==> config.mk <==
export PLATFORM = sky130hd
export DESIGN_NAME = pipe_stall_ctrl
export DESIGN_NICKNAME = d
export VERILOG_FILES = /design/src/rtl/pipe_stall_ctrl_pkg.sv /design/src/rtl/pipe_mc_counter.sv /design/src/rtl/pipe_stall_ctrl.sv
export SDC_FILE = /design/constraint.sdc
export NUM_CORES = 1
export LEC_CHECK = 0
export BUFFER_PORTS_ARGS = -buffer_cell sky130_fd_sc_hd__buf_4
export CORE_MARGIN = 3
export CORE_UTILIZATION = 55
export DETAILED_ROUTE_END_ITERATION = 8
export PLACE_DENSITY = 0.8
export SLEW_MARGIN = 30
export SYNTH_ARGS = -nofsm -noshare
export SYNTH_HDL_FRONTEND = slang
export SYNTH_SLANG_ARGS = --single-unit
==> constraint.sdc <==
create_clock -name clk -period 3.1 [get_ports clk]
set_clock_uncertainty 0.05 [all_clocks]
set_input_delay 0.93 -clock clk [delete_from_list [all_inputs] [get_ports clk]]
set_output_delay 0.93 -clock clk [all_outputs]
set_load 0.05 [all_outputs]
==> src/rtl/pipe_stall_ctrl_pkg.sv <==
`default_nettype none
// ============================================================================
//  Module      : pipe_stall_ctrl_pkg
//  Description : Shared stall-bus encodings, stall-controller state type and
//                the stall priority encoder used by pipe_stall_ctrl.
//  Revision    : 1.0 - initial release
// ============================================================================
package pipe_stall_ctrl_pkg;

    // One bit per pipeline register: bit0 pc ... bit5 wb; a set bit stops it
    localparam logic       c_STOP        = 1'b1;
    localparam logic       c_NOSTOP      = 1'b0;
    localparam logic [5:0] c_STALL_NONE    = 6'b000000;
    localparam logic [5:0] c_STALL_FROM_ID = 6'b000111;
    localparam logic [5:0] c_STALL_FROM_EX = 6'b001111;

    // Controller state: free running, or counting down a multi-cycle EX op
    typedef enum logic [0:0] {
        PSC_RUN     = 1'b0,
        PSC_MC_BUSY = 1'b1
    } psc_state_t;

    // EX stall freezes one more stage than ID stall, so EX wins
    function automatic logic [5:0] stall_encode(input logic ex_req, input logic id_req);
        if (ex_req)
            return c_STALL_FROM_EX;
        else if (id_req)
            return c_STALL_FROM_ID;
        else
            return c_STALL_NONE;
    endfunction

endpackage : pipe_stall_ctrl_pkg
`default_nettype wire

==> src/rtl/pipe_mc_counter.sv <==
`default_nettype none
// ============================================================================
//  Module      : pipe_mc_counter
//  Description : Load/decrement countdown for multi-cycle EX ops. Loading
//                with len stores len-1 because the start cycle is itself the
//                first stall cycle; last flags the final stall cycle.
//  Revision    : 1.0 - initial release
// ============================================================================
module pipe_mc_counter #(
    parameter int CNT_W = 6
) (
    input  logic             clk,
    input  logic             rst,
    input  logic             load,
    input  logic [CNT_W-1:0] len,
    input  logic             dec,
    output logic [CNT_W-1:0] cnt,
    output logic             last
);

    logic [CNT_W-1:0] r_cnt;

    // Countdown register: load takes precedence, decrement never wraps below 0
    always_ff @(posedge clk) begin
        if (rst)
            r_cnt <= '0;
        else if (load)
            r_cnt <= len - CNT_W'(1);
        else if (dec && (r_cnt != '0))
            r_cnt <= r_cnt - CNT_W'(1);
    end

    assign cnt  = r_cnt;
    assign last = (r_cnt == CNT_W'(1));

endmodule : pipe_mc_counter
`default_nettype wire

==> src/rtl/pipe_stall_ctrl.sv <==
`default_nettype none
// ============================================================================
//  Module      : pipe_stall_ctrl
//  Description : Produces the 6-bit pipeline stall bus from the ID and EX
//                stall requests, times multi-cycle EX ops itself, counts
//                stalled cycles (saturating) and flags stall lock-up with a
//                sticky watchdog error.
//  Config      : PIPE_STALL_CTRL_FLUSH_EN - adds flush input / flush_o output;
//                flush overrides everything and cancels any in-flight op.
//  Revision    : 1.0 - initial release
// ============================================================================
module pipe_stall_ctrl
    import pipe_stall_ctrl_pkg::*;
#(
    parameter int CNT_W      = 6,
    parameter int WDOG_LIMIT = 255,
    parameter int PERF_W     = 32
) (
    input  logic              clk,
    input  logic              rst,
    input  logic              stallreq_id,
    input  logic              stallreq_ex,
    input  logic              ex_mc_start,
    input  logic [CNT_W-1:0]  ex_mc_len,
`ifdef PIPE_STALL_CTRL_FLUSH_EN
    input  logic              flush,
`endif
    output logic [5:0]        stall,
    output logic              mc_busy,
    output logic              mc_done,
    output logic [PERF_W-1:0] stall_total,
    output logic              wdog_err
`ifdef PIPE_STALL_CTRL_FLUSH_EN
    ,
    output logic              flush_o
`endif
);

    // Watchdog run counter only needs to reach WDOG_LIMIT, where it parks
    localparam int               c_WDOG_W    = $clog2(WDOG_LIMIT + 1);
    localparam logic [c_WDOG_W-1:0] c_WDOG_MAX  = c_WDOG_W'(WDOG_LIMIT);
    localparam logic [c_WDOG_W-1:0] c_WDOG_LAST = c_WDOG_W'(WDOG_LIMIT - 1);
    localparam logic [CNT_W-1:0]    c_LEN_ONE   = CNT_W'(1);

    psc_state_t          r_state;
    psc_state_t          w_state_nxt;
    logic [CNT_W-1:0]    w_cnt;
    logic                w_last;
    logic                w_flush;
    logic                w_hold;
    logic                w_start_ok;
    logic                w_load;
    logic                w_mc_active;
    logic                w_ex_stall;
    logic                w_stalled;
    logic [5:0]          w_stall;
    logic                w_mc_done;
    logic [PERF_W-1:0]   r_stall_total;
    logic [c_WDOG_W-1:0] r_wdog_run;
    logic                r_wdog_err;

`ifdef PIPE_STALL_CTRL_FLUSH_EN
    assign w_flush = flush;
    assign flush_o = flush;
`else
    assign w_flush = 1'b0;
`endif

    // Reset and flush both blank the bus in the same cycle
    assign w_hold = rst || w_flush;

    // A start is only honoured from RUN with a non-zero length; a flush drops it
    assign w_start_ok  = (r_state == PSC_RUN) && ex_mc_start &&
                         (ex_mc_len != '0) && !w_flush;
    assign w_load      = w_start_ok && (ex_mc_len != c_LEN_ONE);
    assign w_mc_active = (r_state == PSC_MC_BUSY) || w_start_ok;
    assign w_ex_stall  = stallreq_ex || w_mc_active;

    pipe_mc_counter #(
        .CNT_W (CNT_W)
    ) u_mc_counter (
        .clk  (clk),
        .rst  (w_hold),
        .load (w_load),
        .len  (ex_mc_len),
        .dec  (r_state == PSC_MC_BUSY),
        .cnt  (w_cnt),
        .last (w_last)
    );

    // State register
    always_ff @(posedge clk) begin
        if (rst)
            r_state <= PSC_RUN;
        else
            r_state <= w_state_nxt;
    end

    // Next state plus the combinational stall bus and op status outputs
    always_comb begin
        w_state_nxt = r_state;
        w_stall     = c_STALL_NONE;
        w_mc_done   = 1'b0;
        if (w_flush) begin
            w_state_nxt = PSC_RUN;
        end else begin
            w_stall = stall_encode(w_ex_stall, stallreq_id);
            case (r_state)
                PSC_RUN: begin
                    if (w_start_ok && (ex_mc_len == c_LEN_ONE))
                        w_mc_done = 1'b1;
                    else if (w_load)
                        w_state_nxt = PSC_MC_BUSY;
                end
                PSC_MC_BUSY: begin
                    if (w_last) begin
                        w_mc_done   = 1'b1;
                        w_state_nxt = PSC_RUN;
                    end
                end
                default: w_state_nxt = PSC_RUN;
            endcase
        end
        if (rst) begin
            w_stall   = c_STALL_NONE;
            w_mc_done = 1'b0;
        end
    end

    assign stall     = w_stall;
    assign mc_busy   = w_mc_active && !w_hold;
    assign mc_done   = w_mc_done;
    assign w_stalled = (w_stall != c_STALL_NONE);

    // Saturating count of cycles with any stage stalled
    always_ff @(posedge clk) begin
        if (rst)
            r_stall_total <= '0;
        else if (w_stalled && (r_stall_total != '1))
            r_stall_total <= r_stall_total + PERF_W'(1);
    end

    // Consecutive-stall run length; error latches on the LIMIT-th stalled cycle
    always_ff @(posedge clk) begin
        if (rst) begin
            r_wdog_run <= '0;
            r_wdog_err <= 1'b0;
        end else if (w_stalled) begin
            if (r_wdog_run != c_WDOG_MAX)
                r_wdog_run <= r_wdog_run + c_WDOG_W'(1);
            if (r_wdog_run >= c_WDOG_LAST)
                r_wdog_err <= 1'b1;
        end else begin
            r_wdog_run <= '0;
        end
    end

    assign stall_total = r_stall_total;
    assign wdog_err    = r_wdog_err;

endmodule : pipe_stall_ctrl
`default_nettype wire

==> results.yml <==
pwr:
  ir_worst_vdd_uv: 251
  comb_power_share_pct: 18.1
  leakagePower_uw: 0.00123
  clockPowerShare_pct: 30.0
  p_sw_uw: 359
  p_int_uw: 912
  report.power.total_uw: 1270
  power.density_nw_per_um2: 385
  p_seq_share_pct: 51.9
  p_sw_share_pct: 28.2
sta:
  worstMarginPinSlew_ns: 0.802
  period_needed_ns: 3.05
  fmax_ghz: 0.328
  hold_viol: 0
  maxSlewHeadroom_pct: 46.5
  setup_viol: 0
  drv_slew: 0
  grt_setup_unrepaired: "true"
  period_share_pct: 98.5
global_route:
  antenna_found_initial: 0
  grt_overflow: 0
  grt_pass1_vias: 2366
  grt_max_degree: 29
  grt_pass1_wl_mm: 10.3
  grt_use_met2_pct: 39.4
  met3_usage_pct: 4.81
  grtUsageMet1_pct: 28.7
  grt-busiest-layer: "met2"
  grt_use_total_pct: 23.0
worst_hold_path:
  hp-class: "reg2reg"
  whs_path_depth: 2
synth:
  synth_top_area_cell: "dfxtp_1"
  synthTopCellsByCount: "dfxtp_1 (48), a21oi_1 (28), nor2_1 (27), nand2_1 (23), nand3_1 (16)"
  avgSynthCellArea_um2: 8.29
  ys_async_sr_fraction_pct: 0
  ys_seq_area_share_pct: 36.4
  syn-cell-area_um2: 2640
  synth_cell_types: 52
  yosys_warnings: 0
  yosysTopAreaCellShare_pct: 36.4
  yosys_register_bits: 48
  syn_inst: 318
  netlist_top_cells_area: "dfxtp_1 (36%), a21oi_1 (5.3%), ha_1 (4.3%)"
  synth_flop_cell: "dfxtp_1"
  synth_edf_count: 0
  synth_most_common_cell: "dfxtp_1"
placement:
  dpl_cell_area_um2: 3150
  gp_congestion: 0.860
  dp_hpwl_mm: 4.65
  numPortBuffers: 49
  dp_cells: 422
floorplan:
  dieWidth_um: 75.3
  start_util_pct: 58.6
  coreArea_um2: 4500
  die_h_um: 75.3
  io_pins: 52
  dieArea_um2: 5660
  rows: 24
cells_and_area:
  final_cell_area_um2: 3300
  drive_gt1_share_pct: 23.3
  instances_no_fill: 430
  area_growth_pct: 25.1
  diodes: 0
  final_util_pct: 73.3
  nets: 397
drt:
  ant_nets: 0
  viasPerCell: 5.99
  drc: 0
  drtIter0Drc: 106
  drt-total-wl_mm: 6.28
  avgRoutedWirePerCell_um: 14.6
  routed-via-count: 2574
  first_pass_iters: 4
critical_path:
  cp_slowest_cell: "nor4_4"
  worst-path-max-fanout: 4
  critPathLaunchType: "input port"
  rr_worst_depth: 5
  cp.required_ns: 2.12
  crit_top_cell: "buf_8"
  cp_data_arrival_time_ns: 2.07
  crit_chain: "buf_8 -> nor4_4 -> buf_4 -> nand2_4 -> a21oi_4 -> nor2_4 -> a21o_2 -> buf_8"
  slowest_delay_ns: 0.25
  crit_type: "in2out"
  endpoint_kind: "output port"
clock_tree:
  clk_latency_ns: 0.29
  cts_tree: "yes"
  cts.sinks: 48
  cts_made_buffers: 5
  cts_hold_buffers: 0
  postCtsSetupBuffers: 0
  clk_pin_slew_ns: 0.08
  clk_path_buf_depth: 2
  htreeDepth: 2
  root_buffer: "clkbuf_8"
flow_run:
  max_cap_violations: 0
outcome:
  status: "completed"
routing by layer:
metal	share of wire, %	vias up
li1	-	1301
met1	45	1209
met2	50	56
met3	3.8	8
met4	1.2	0
met5	0	-
placed cells by master, fill, tap and decap left out, types with 7 or more instances in the layout:
cell type	instances
a21oi_1	27
buf_4	61
dfxtp_1	48
ha_1	9
inv_1	12
nand2_1	22
nand3_1	16
nand4_1	11
nor2_1	26
o21ai_0	12
or3_1	12
or4_1	7
xnor2_1	8
per-stage QoR:
| step | hold WS (ns) | setup WS [ns] | TNS [ns] |
|---|---|---|---|
| 6_report | 0.446 | 0.0474 | 0 |
| 5_1_grt | 0.461 | -0.0197 | -0.0224 |
| 3_3_place_gp | 0.409 | -0.0247 | -0.0247 |
| 4_1_cts | 0.444 | 0.0227 | 0 |
| 2_1_floorplan | 0.443 | -0.0324 | -0.0927 |
| 3_5_place_dp | 0.423 | -0.0404 | -0.0404 |
registers in the layout (all words and copies together) (netlist names):
name,flops
stall_total,32
r_state,1
wdog_err,1
u_mc_counter.cnt,6
r_wdog_run,8
power groups by stage:
stage	clock network [uW]	registers, uW	logic, uW
6_report	382	660	230
5_1_grt	410	664	252
4_1_cts	389	660	226
3_5_place_dp	0	674	221
3_3_place_gp	0	673	216
2_1_floorplan	0	684	137
final timing paths:
| check | from | endpoint | slack, ns |
|---|---|---|---|
| setup reg to reg | stall_total[10] | stall_total[15] | 0.59 |
| hold reg to reg | wdog_err | wdog_err | 0.45 |
| setup / recovery | ex_mc_len[4] | stall[3] | 0.05 |
| hold / removal | wdog_err | wdog_err | 0.45 |
what timing repair did:
action,CTS,global route
gates resized for setup,5,7
pin swaps,3,4
setup endpoints to repair,2,6
cloned,0,0
logic make-up (layout without fill, tap and decap cells):
| kind of cell | count (synthesis) | in the layout | share of synthesized area, % |
|---|---|---|---|
| flip-flops | 48 | 48 | 36.4 |
| buffers and inverters | 28 | 87 | 5.03 |
| adder cells (fa/ha/maj) | 9 | 9 | 4.27 |
| AO/OA/AOI/OAI | 81 | 81 | 19.9 |
| AND/OR/NAND/NOR | 134 | 134 | 28.0 |
| multiplexers | 5 | 5 | 2.23 |
| other | 1 | 2 | 0.142 |
| XOR/XNOR | 12 | 12 | 3.98 |
worst max-delay path: cells and delay by family:
family / cells / cell delay (ns)
AO/OA/AOI/OAI: 2 / 0.37
AND/OR/NAND/NOR: 3 / 0.35
buffers and inverters: 3 / 0.43
area by class of cell:
| class | instances | area [um2] |
|---|---|---|
| timing repair buffer | 66 | 531 |
| fill | 359 | 1200 |
| clock buffer | 8 | 90.1 |
| multi-input combinational | 243 | 1600 |
| sequential | 48 | 961 |
| tap | 52 | 65.1 |
| inverter | 13 | 51.3 |
No activity file was read; power rests on OpenSTA's default activity.
